## src/rtl/jt900h_blkxfer_if.sv

```systemverilog
// Memory-side handshake bus of the TLCS-900H block-transfer sequencer.
// The master issues rd/wr requests that are held until mem_ack.
interface jt900h_blkxfer_if #(
    parameter int AW = 24
);
    logic [AW-1:0] mem_addr;
    logic          mem_rd;
    logic          mem_wr;
    logic [15:0]   mem_dout;
    logic [15:0]   mem_din;
    logic          mem_ack;

    modport master (
        output mem_addr, mem_rd, mem_wr, mem_dout,
        input  mem_din, mem_ack
    );

    modport slave (
        input  mem_addr, mem_rd, mem_wr, mem_dout,
        output mem_din, mem_ack
    );
endinterface

```

## src/rtl/jt900h_blkxfer.sv

```systemverilog
// Sequencer for LDI/LDIR/LDD/LDDR (byte and word): read/write pairs with
// pointer/count write-back once per iteration.
//
// state | meaning
// IDLE  | waiting for start; operands latched on start
// RD    | read request at XHL, held until ack
// WR    | write request at XDE with captured data, held until ack
// UPD   | register-file/flag write strobe; repeat, stop or interrupt decision
// FIN   | done pulse (with rewind when a repeat was interrupted)
module jt900h_blkxfer #(
    parameter int AW = 24
) (
    input  logic        clk,
    input  logic        rst,
    input  logic        cen,
    input  logic        start,
    input  logic        rep,
    input  logic        dir,
    input  logic        wsize,
    input  logic [31:0] xhl_in,
    input  logic [31:0] xde_in,
    input  logic [15:0] bc_in,
    input  logic        irq,
    jt900h_blkxfer_if.master mem,
    output logic        reg_we,
    output logic [31:0] xhl_out,
    output logic [31:0] xde_out,
    output logic [15:0] bc_out,
    output logic        flag_v,
    output logic        flag_we,
    output logic        busy,
    output logic        done,
    output logic        rewind
);

    typedef enum logic [2:0] {
        IDLE = 3'd0,
        RD   = 3'd1,
        WR   = 3'd2,
        UPD  = 3'd3,
        FIN  = 3'd4
    } state_t;

    state_t      state_q, state_d;
    logic [31:0] xhl_q, xhl_d;
    logic [31:0] xde_q, xde_d;
    logic [15:0] bc_q, bc_d;
    logic        rep_q, rep_d;
    logic        dir_q, dir_d;
    logic        wsize_q, wsize_d;
    logic [15:0] data_q, data_d;
    logic        rewind_q, rewind_d;
    logic [31:0] xhl_out_q, xhl_out_d;
    logic [31:0] xde_out_q, xde_out_d;
    logic [15:0] bc_out_q, bc_out_d;
    logic        flag_v_q, flag_v_d;

    logic [31:0] step;
    logic [31:0] xhl_nx;
    logic [31:0] xde_nx;
    logic [15:0] bc_nx;
    logic        more;

    always_comb begin
        step   = wsize_q ? 32'd2 : 32'd1;
        xhl_nx = dir_q ? (xhl_q - step) : (xhl_q + step);
        xde_nx = dir_q ? (xde_q - step) : (xde_q + step);
        bc_nx  = bc_q - 16'd1;
        // In UPD the working count already holds the decremented value
        more   = rep_q && (bc_q != 16'd0);

        state_d   = state_q;
        xhl_d     = xhl_q;
        xde_d     = xde_q;
        bc_d      = bc_q;
        rep_d     = rep_q;
        dir_d     = dir_q;
        wsize_d   = wsize_q;
        data_d    = data_q;
        rewind_d  = rewind_q;
        xhl_out_d = xhl_out_q;
        xde_out_d = xde_out_q;
        bc_out_d  = bc_out_q;
        flag_v_d  = flag_v_q;

        if (cen) begin
            case (state_q)
                IDLE: begin
                    if (start) begin
                        xhl_d    = xhl_in;
                        xde_d    = xde_in;
                        bc_d     = bc_in;
                        rep_d    = rep;
                        dir_d    = dir;
                        wsize_d  = wsize;
                        rewind_d = 1'b0;
                        state_d  = RD;
                    end
                end
                RD: begin
                    if (mem.mem_ack) begin
                        data_d  = wsize_q ? mem.mem_din : {8'h00, mem.mem_din[7:0]};
                        state_d = WR;
                    end
                end
                WR: begin
                    if (mem.mem_ack) begin
                        xhl_d     = xhl_nx;
                        xde_d     = xde_nx;
                        bc_d      = bc_nx;
                        xhl_out_d = xhl_nx;
                        xde_out_d = xde_nx;
                        bc_out_d  = bc_nx;
                        flag_v_d  = (bc_nx != 16'd0);
                        state_d   = UPD;
                    end
                end
                UPD: begin
                    rewind_d = more && irq;
                    state_d  = (more && !irq) ? RD : FIN;
                end
                FIN: begin
                    state_d = IDLE;
                end
                default: begin
                    state_d = IDLE;
                end
            endcase
        end
    end

    always_ff @(posedge clk or posedge rst) begin
        if (rst) begin
            state_q   <= IDLE;
            xhl_q     <= '0;
            xde_q     <= '0;
            bc_q      <= '0;
            rep_q     <= 1'b0;
            dir_q     <= 1'b0;
            wsize_q   <= 1'b0;
            data_q    <= '0;
            rewind_q  <= 1'b0;
            xhl_out_q <= '0;
            xde_out_q <= '0;
            bc_out_q  <= '0;
            flag_v_q  <= 1'b0;
        end else begin
            state_q   <= state_d;
            xhl_q     <= xhl_d;
            xde_q     <= xde_d;
            bc_q      <= bc_d;
            rep_q     <= rep_d;
            dir_q     <= dir_d;
            wsize_q   <= wsize_d;
            data_q    <= data_d;
            rewind_q  <= rewind_d;
            xhl_out_q <= xhl_out_d;
            xde_out_q <= xde_out_d;
            bc_out_q  <= bc_out_d;
            flag_v_q  <= flag_v_d;
        end
    end

    // Requests are level-held; only the one-cycle strobes are cen-qualified
    assign mem.mem_rd   = (state_q == RD);
    assign mem.mem_wr   = (state_q == WR);
    assign mem.mem_addr = (state_q == RD) ? xhl_q[AW-1:0] :
                          (state_q == WR) ? xde_q[AW-1:0] : '0;
    assign mem.mem_dout = (state_q == WR) ? data_q : 16'h0000;

    assign reg_we  = (state_q == UPD) && cen;
    assign flag_we = (state_q == UPD) && cen;
    assign done    = (state_q == FIN) && cen;
    assign rewind  = (state_q == FIN) && cen && rewind_q;
    assign busy    = (state_q != IDLE);

    assign xhl_out = xhl_out_q;
    assign xde_out = xde_out_q;
    assign bc_out  = bc_out_q;
    assign flag_v  = flag_v_q;

endmodule

```

## src/flat_wrapper.sv

```systemverilog
// flat-port wrapper written by rule: the top's interface ports become plain ports
module jt900h_blkxfer_flat 
#(
    parameter int AW = 24
)
  (clk, rst, cen, start, rep, dir, wsize, xhl_in, xde_in, bc_in, irq, reg_we, xhl_out, xde_out, bc_out, flag_v, flag_we, busy, done, rewind, mem_mem_addr, mem_mem_rd, mem_mem_wr, mem_mem_dout, mem_mem_din, mem_mem_ack);
  jt900h_blkxfer_if #(.AW(AW)) mem_i ();
  input  logic clk;
  input  logic rst;
  input  logic cen;
  input  logic start;
  input  logic rep;
  input  logic dir;
  input  logic wsize;
  input  logic [31:0] xhl_in;
  input  logic [31:0] xde_in;
  input  logic [15:0] bc_in;
  input  logic irq;
  output logic reg_we;
  output logic [31:0] xhl_out;
  output logic [31:0] xde_out;
  output logic [15:0] bc_out;
  output logic flag_v;
  output logic flag_we;
  output logic busy;
  output logic done;
  output logic rewind;
  output wire logic [$bits(mem_i.mem_addr)-1:0] mem_mem_addr;
  output wire logic [$bits(mem_i.mem_rd)-1:0] mem_mem_rd;
  output wire logic [$bits(mem_i.mem_wr)-1:0] mem_mem_wr;
  output wire logic [$bits(mem_i.mem_dout)-1:0] mem_mem_dout;
  input wire logic [$bits(mem_i.mem_din)-1:0] mem_mem_din;
  input wire logic [$bits(mem_i.mem_ack)-1:0] mem_mem_ack;
  assign mem_mem_addr = mem_i.mem_addr;
  assign mem_mem_rd = mem_i.mem_rd;
  assign mem_mem_wr = mem_i.mem_wr;
  assign mem_mem_dout = mem_i.mem_dout;
  assign mem_i.mem_din = mem_mem_din;
  assign mem_i.mem_ack = mem_mem_ack;
  jt900h_blkxfer #(.AW(AW)) u_core (.clk(clk), .rst(rst), .cen(cen), .start(start), .rep(rep), .dir(dir), .wsize(wsize), .xhl_in(xhl_in), .xde_in(xde_in), .bc_in(bc_in), .irq(irq), .mem(mem_i), .reg_we(reg_we), .xhl_out(xhl_out), .xde_out(xde_out), .bc_out(bc_out), .flag_v(flag_v), .flag_we(flag_we), .busy(busy), .done(done), .rewind(rewind));
endmodule
```

## config.mk

```make
export PLATFORM = sky130hd
export DESIGN_NAME = jt900h_blkxfer_flat
export DESIGN_NICKNAME = d
export VERILOG_FILES = /design/src/rtl/jt900h_blkxfer_if.sv /design/src/rtl/jt900h_blkxfer.sv /design/src/flat_wrapper.sv
export SDC_FILE = /design/constraint.sdc
export NUM_CORES = 1
export LEC_CHECK = 0
export CORE_MARGIN = 5
export CORE_UTILIZATION = 50
export CTS_BUF_LIST = sky130_fd_sc_hd__clkbuf_8
export DETAILED_ROUTE_END_ITERATION = 8
export GPL_ROUTABILITY_DRIVEN = 0
export PLACE_DENSITY = 0.89
export SLEW_MARGIN = 15
export SYNTH_ARGS = -nofsm -noshare
export SYNTH_HDL_FRONTEND = slang
export SYNTH_SLANG_ARGS = --single-unit
```

## constraint.sdc

```tcl
create_clock -name clk -period 8.1 [get_ports clk]
set_input_delay 0.81 -clock clk [delete_from_list [all_inputs] [get_ports clk]]
set_output_delay 0.81 -clock clk [all_outputs]
set_load 0.1 [all_outputs]
```

* Yosys cells after proc, flatten, opt, wreduce, memory -nomap -nowiden
Cells that the tools add are included.
** Word-level totals
- Register bits :: 184
- Latch bits :: 0
- Memory bits (writable) :: 0
- Memory bits (read-only) :: 0
- Bits of input ports :: 105
- Output and inout port bits :: 128
- Memories kept :: 0
** Cells by class
- Add/sub/neg operators :: 5
- Multiply operators :: 0
- Divide/modulo/power cells :: 0
- Order comparisons :: 0
- Equality and inequality tests :: 7
- Shifts and indexed selects :: 0
- Multiplexer cells :: 23
- Bitwise gates (word level) :: 0
- Reductions and logical operators :: 19
** Operators with widths (count)
- 2-to-1 mux 32 bit :: 6
- one-hot mux 32 bit (2 select lines) :: 2
- adder 32 bit :: 2
- 2-to-1 mux 16 bit :: 4
- subtractor 32 bit :: 2
- 2-to-1 mux 24 bit :: 2
- one-hot mux 16 bit (2 select lines) :: 1
- nonzero test 16 bit :: 2
- subtractor 16 x 1 -> 16 bit, second input constant :: 1
- 2-to-1 mux 3 bit :: 4
- one-hot mux 3 bit (4 select lines) :: 1
- AND reduction 3 bit :: 4
- AND reduction 4 bit :: 2
- == test 3 x 2 -> 1 bit, second input constant :: 2
- logical AND 1 bit :: 6
- != test 2 x 1 -> 1 bit, second input constant :: 2
- nonzero test 2 bit :: 2
- == test 3 x 1 -> 1 bit, second input constant :: 1
- == test 3 bit, second input constant :: 1
- zero test 3 bit :: 1
- nonzero test 3 bit :: 1
- 2-to-1 mux 2 bit :: 1
- != test 2 bit, second input constant :: 1
- one-hot mux 1 bit (2 select lines) :: 1
- 2 further kinds :: 2

* Logic depth before layout (Yosys ltp)
- Word-level depth :: 5
- Mapped depth :: 14

* Worst setup path before layout
No wires, ideal clock.
- Kind :: input port to output port
- From :: input port cen
- To :: output port rewind
- Arrival time :: 5289 ps
- Data required time :: 7290 ps
- Slack :: 2001 ps
- Stages on the path :: 3
- Path buffers :: 1
- Cell sequence :: clkbuf_1 > nor4b_1 > and2_1
** On the way
- Longest elaborated chain between the ends :: 2
** RTL lines
- start, declared :: line flat_wrapper.sv:10 : input logic cen;
- logical AND 1 bit
- net done :: line flat_wrapper.sv:26 : output logic done;
- logical AND 1 bit :: line jt900h_blkxfer.sv:174 : assign rewind = (state_q == FIN) && cen && rewind_q;
- end, declared :: line flat_wrapper.sv:27 : output logic rewind;
The timed path passes the listed nets, and every way through them passes these cells.

* Worst setup path in the final report
- From :: register u_core.state_q[0]
- To :: output port mem_mem_addr[9]
** On the way
- Longest elaborated chain between the ends :: 3
** RTL lines
- start, declared :: line jt900h_blkxfer.sv:44 : state_t state_q, state_d;
- start signal, assigned :: line jt900h_blkxfer.sv:148 : state_q <= state_d;
- == test 3 x 2 -> 1 bit :: line jt900h_blkxfer.sv:168 : (state_q == WR) ? xde_q[AW-1:0] : '0;
- 2-to-1 mux 24 bit :: line jt900h_blkxfer.sv:168
- 2-to-1 mux 24 bit * :: line jt900h_blkxfer.sv:167 : assign mem.mem_addr = (state_q == RD) ? xhl_q[AW-1:0] :
- end, declared :: line flat_wrapper.sv:28 : output wire logic [$bits(mem_i.mem_addr)-1:0] mem_mem_addr;
Every way passes the cells marked *; elsewhere a longest branch is shown, timed or not.

==> out/metrics.json <==
{
  "ctsResizeCount": 0,
  "crit_path_max_fanout": 66,
  "synth-warning-count": 0,
  "netlist-cell-type-count": 66,
  "timing.critical_path.buf_inv": 3,
  "synthesis.area_mm2": 0.01155,
  "place_worst_setup_slack_ns": 2.696,
  "max_clock_skew_ns": 0.01361,
  "detail-route-antenna-nets": 0,
  "setup_tns_ns": 0,
  "post-place-cells": 1816,
  "timing.final.hold_violations": 0,
  "worst_hold_path_type": "register to register",
  "max_slew.worst_pin.slew_ns": 1.065,
  "slew_headroom_pct": 28.76,
  "final_common_cell": "sky130_fd_sc_hd__nand2_1",
  "outcome": "finished clean",
  "cts_setup_buffers": 0,
  "report.final.setup_viol": 0,
  "core_area_mm2": 0.02271,
  "cpMaxStageDelayCell": "sky130_fd_sc_hd__clkdlybuf4s50_1",
  "routed_wirelength_um": 35670,
  "number_of_enable_type_register_cells_in_the_synthesized_netlist": 0,
  "overflow": 0,
  "grt_max_degree": 86,
  "htreeDepth": 4,
  "post_route_cells_drive_above_1_share_pct": 5.182,
  "initial_core_utilization_pct": 50.88,
  "min_period_ns": 5.496,
  "setup_slack_ns": 2.604,
  "top_library_cells_by_usage_in_the_layout_fill_and_taps_aside": "sky130_fd_sc_hd__nand2_1, sky130_fd_sc_hd__clkdlybuf4s50_1, sky130_fd_sc_hd__dfrtp_1",
  "path_clk_slew_ns": 0.10,
  "detail_route.first_pass.iterations": 5,
  "globalRouteTotalUtil_pct": 26.64,
  "buffer_ports.inserted": 232,
  "syn_inst": 1378,
  "area_growth_pct": 24.79,
  "timing.fmax_mhz": 182.0,
  "synth_top_cell_by_area": "sky130_fd_sc_hd__dfrtp_1",
  "synth-async-reset-ratio_pct": 100.0,
  "cts_num_sinks": 184,
  "max_cap_violations": 0,
  "final_nets": 1720,
  "crit_path_max_incr_delay_ns": 1.14,
  "remaining_drc_errors": 0,
  "postPlaceCellArea_mm2": 0.01400,
  "critical_path_required_ns": 7.29,
  "cts_tree": "built",
  "global_route_wire_length_before_repair_um": 56720,
  "ys_top_cells_by_area": "sky130_fd_sc_hd__dfrtp_1, sky130_fd_sc_hd__nand2_1, sky130_fd_sc_hd__ha_1",
  "cts_made_buffers": 17,
  "via_density_per_instance": 6.033,
  "cts_buffer_depth": 2,
  "final_area_mm2": 0.01442,
  "rsz0062_at_grt": "false",
  "cp.arrival_ns": 4.69,
  "antenna_found_initial": 5,
  "clk_latency_ns": 0.48,
  "number_of_top_level_pins": 233,
  "critical_path.cell_chain": "nor2_2, nand2_4, inv_2, buf_4, a22o_1, clkdlybuf4s50_1",
  "layout.cells.non_filler": 1853,
  "yosysSeqAreaShare_pct": 39.85,
  "fp.dieW_um": 162.0,
  "core.rowCount": 55,
  "critical_path_class": "register to primary output",
  "vias": 11180,
  "synth_top_area_share_pct": 39.85,
  "syn_area_per_cell_um2": 8.385,
  "timing.critical_path.max_delay_family": "buffers and inverters",
  "die_area_mm2": 0.02625,
  "clock-root-buffer": "sky130_fd_sc_hd__clkbuf_8",
  "postSynthRegisterBits": 184,
  "post_drt_wl_per_cell_um": 19.25,
  "syn-num-nets": 1548,
  "ys_flop_type": "sky130_fd_sc_hd__dfrtp_1",
  "grt_pass1_vias": 10970,
  "detailed_place_hpwl_um": 25580,
  "cts.hold.buffers_added": 0,
  "die_height_um": 162.0,
  "critical_path.endpoint_type": "primary output",
  "drt_first_iter_violations": 1164,
  "layout_worst_path_cycle_share_pct": 67.85,
  "maxSlewViolCount": 0,
  "type_of_origin_of_the_critical_path": "register"
}
[synth_stat cells (all sizes together), types with 5 or more instances]
library cell	count
nand4	16
a21oi	122
o21ai	127
nor2	97
nand2b	7
a21o	41
and3	40
or2	5
clkbuf	75
xor2	31
a211oi	12
o21a	11
o21bai	10
dfrtp	184
a31oi	27
ha	65
o211ai	10
buf	13
nand3	31
xnor2	39
a22o	23
mux2	19
nor2b	5
inv	22
nand2	261
nor3	17
mux2i	6
[final cells by class]
class                           count  area [um2]
Clock buffer                       19       261.5
Inverter                           22       87.58
Fill cell                        1847        8290
Sequential cell                   184        4606
Timing Repair Buffer              241        2390
Clock inverter                     13       143.9
Multi-Input combinational cell   1084        6561
Antenna cell                        5       12.51
Tap cell                          285       356.6
[stage by stage]
stage | util, % | hold slack, ns
5_1_grt | 63.49 | 0.5005
2_1_floorplan | - | 0.4423
4_1_cts | 63.42 | 0.4865
6_report | 63.49 | 0.4856
3_5_place_dp | 61.64 | 0.4624
3_3_place_gp | 61.64 | 0.4555
[metal layers]
metal	wire length (um)	part of all wire (%)	GRT usage, %
met1	14820	42	34.44
met2	16780	47	43.57
met3	2499	7.0	4.618
met4	1577	4.4	12.92
met5	0	0	0
[path summary, 6_finish.rpt]
path                            slack, ns                        endpoint                            from  depth (start not counted)
worst max-delay path                 2.60                 mem_mem_addr[9]   u_core.state_q[0]$_DFFE_PP0P_                          6
worst min-delay path                 0.49  u_core.xhl_out[23]$_DFFE_PP0P_  u_core.xhl_out[23]$_DFFE_PP0P_                          2
worst max register to register       4.02  u_core.xhl_out[31]$_DFFE_PP0P_   u_core.state_q[0]$_DFFE_PP0P_                          9
worst min register to register       0.49  u_core.xhl_out[23]$_DFFE_PP0P_  u_core.xhl_out[23]$_DFFE_PP0P_                          2
max in group asynchronous            6.12   u_core.xde_out[6]$_DFFE_PP0P_                             rst                          3
min in group asynchronous            0.75      u_core.wsize_q$_DFFE_PP0P_                             rst                          2
[sequential cells by signal (all words and copies together), names as in the netlist]
| name | cells |
|---|---|
| u_core.rewind_q | 1 |
| u_core.state_q | 3 |
| u_core.bc_q | 16 |
| u_core.wsize_q | 1 |
| u_core.rep_q | 1 |
| u_core.bc_out | 16 |
| u_core.xhl_out | 32 |
| u_core.data_q | 16 |
| u_core.dir_q | 1 |
| u_core.xhl_q | 32 |
| u_core.xde_out | 32 |
| u_core.flag_v | 1 |
| u_core.xde_q | 32 |
[worst reg2reg max path, cell delays in order (launching register included)]
cell and delay, ns:
sky130_fd_sc_hd__dfrtp_1 0.48, sky130_fd_sc_hd__nor2_2 0.61, sky130_fd_sc_hd__nand2_4 0.57, sky130_fd_sc_hd__inv_2 0.66, sky130_fd_sc_hd__nand2_4 0.52, sky130_fd_sc_hd__buf_4 0.53
sky130_fd_sc_hd__a211oi_1 0.28, sky130_fd_sc_hd__a21oi_1 0.06, sky130_fd_sc_hd__a41o_1 0.23, sky130_fd_sc_hd__a21oi_1 0.10
[logic make-up after synthesis]
family / Yosys count / synth area share, %
flip-flops: 184 / 39.85
buffers and inverters: 110 / 3.649
multiplexers: 25 / 2.371
AND/OR/NAND/NOR: 505 / 19.48
adder cells (fa/ha/maj): 65 / 7.038
XOR/XNOR: 70 / 5.306
AO/OA/AOI/OAI: 419 / 22.31
Power is not shown: default switching activity piles up to over one toggle a cycle in this logic, so the estimate is an artifact.
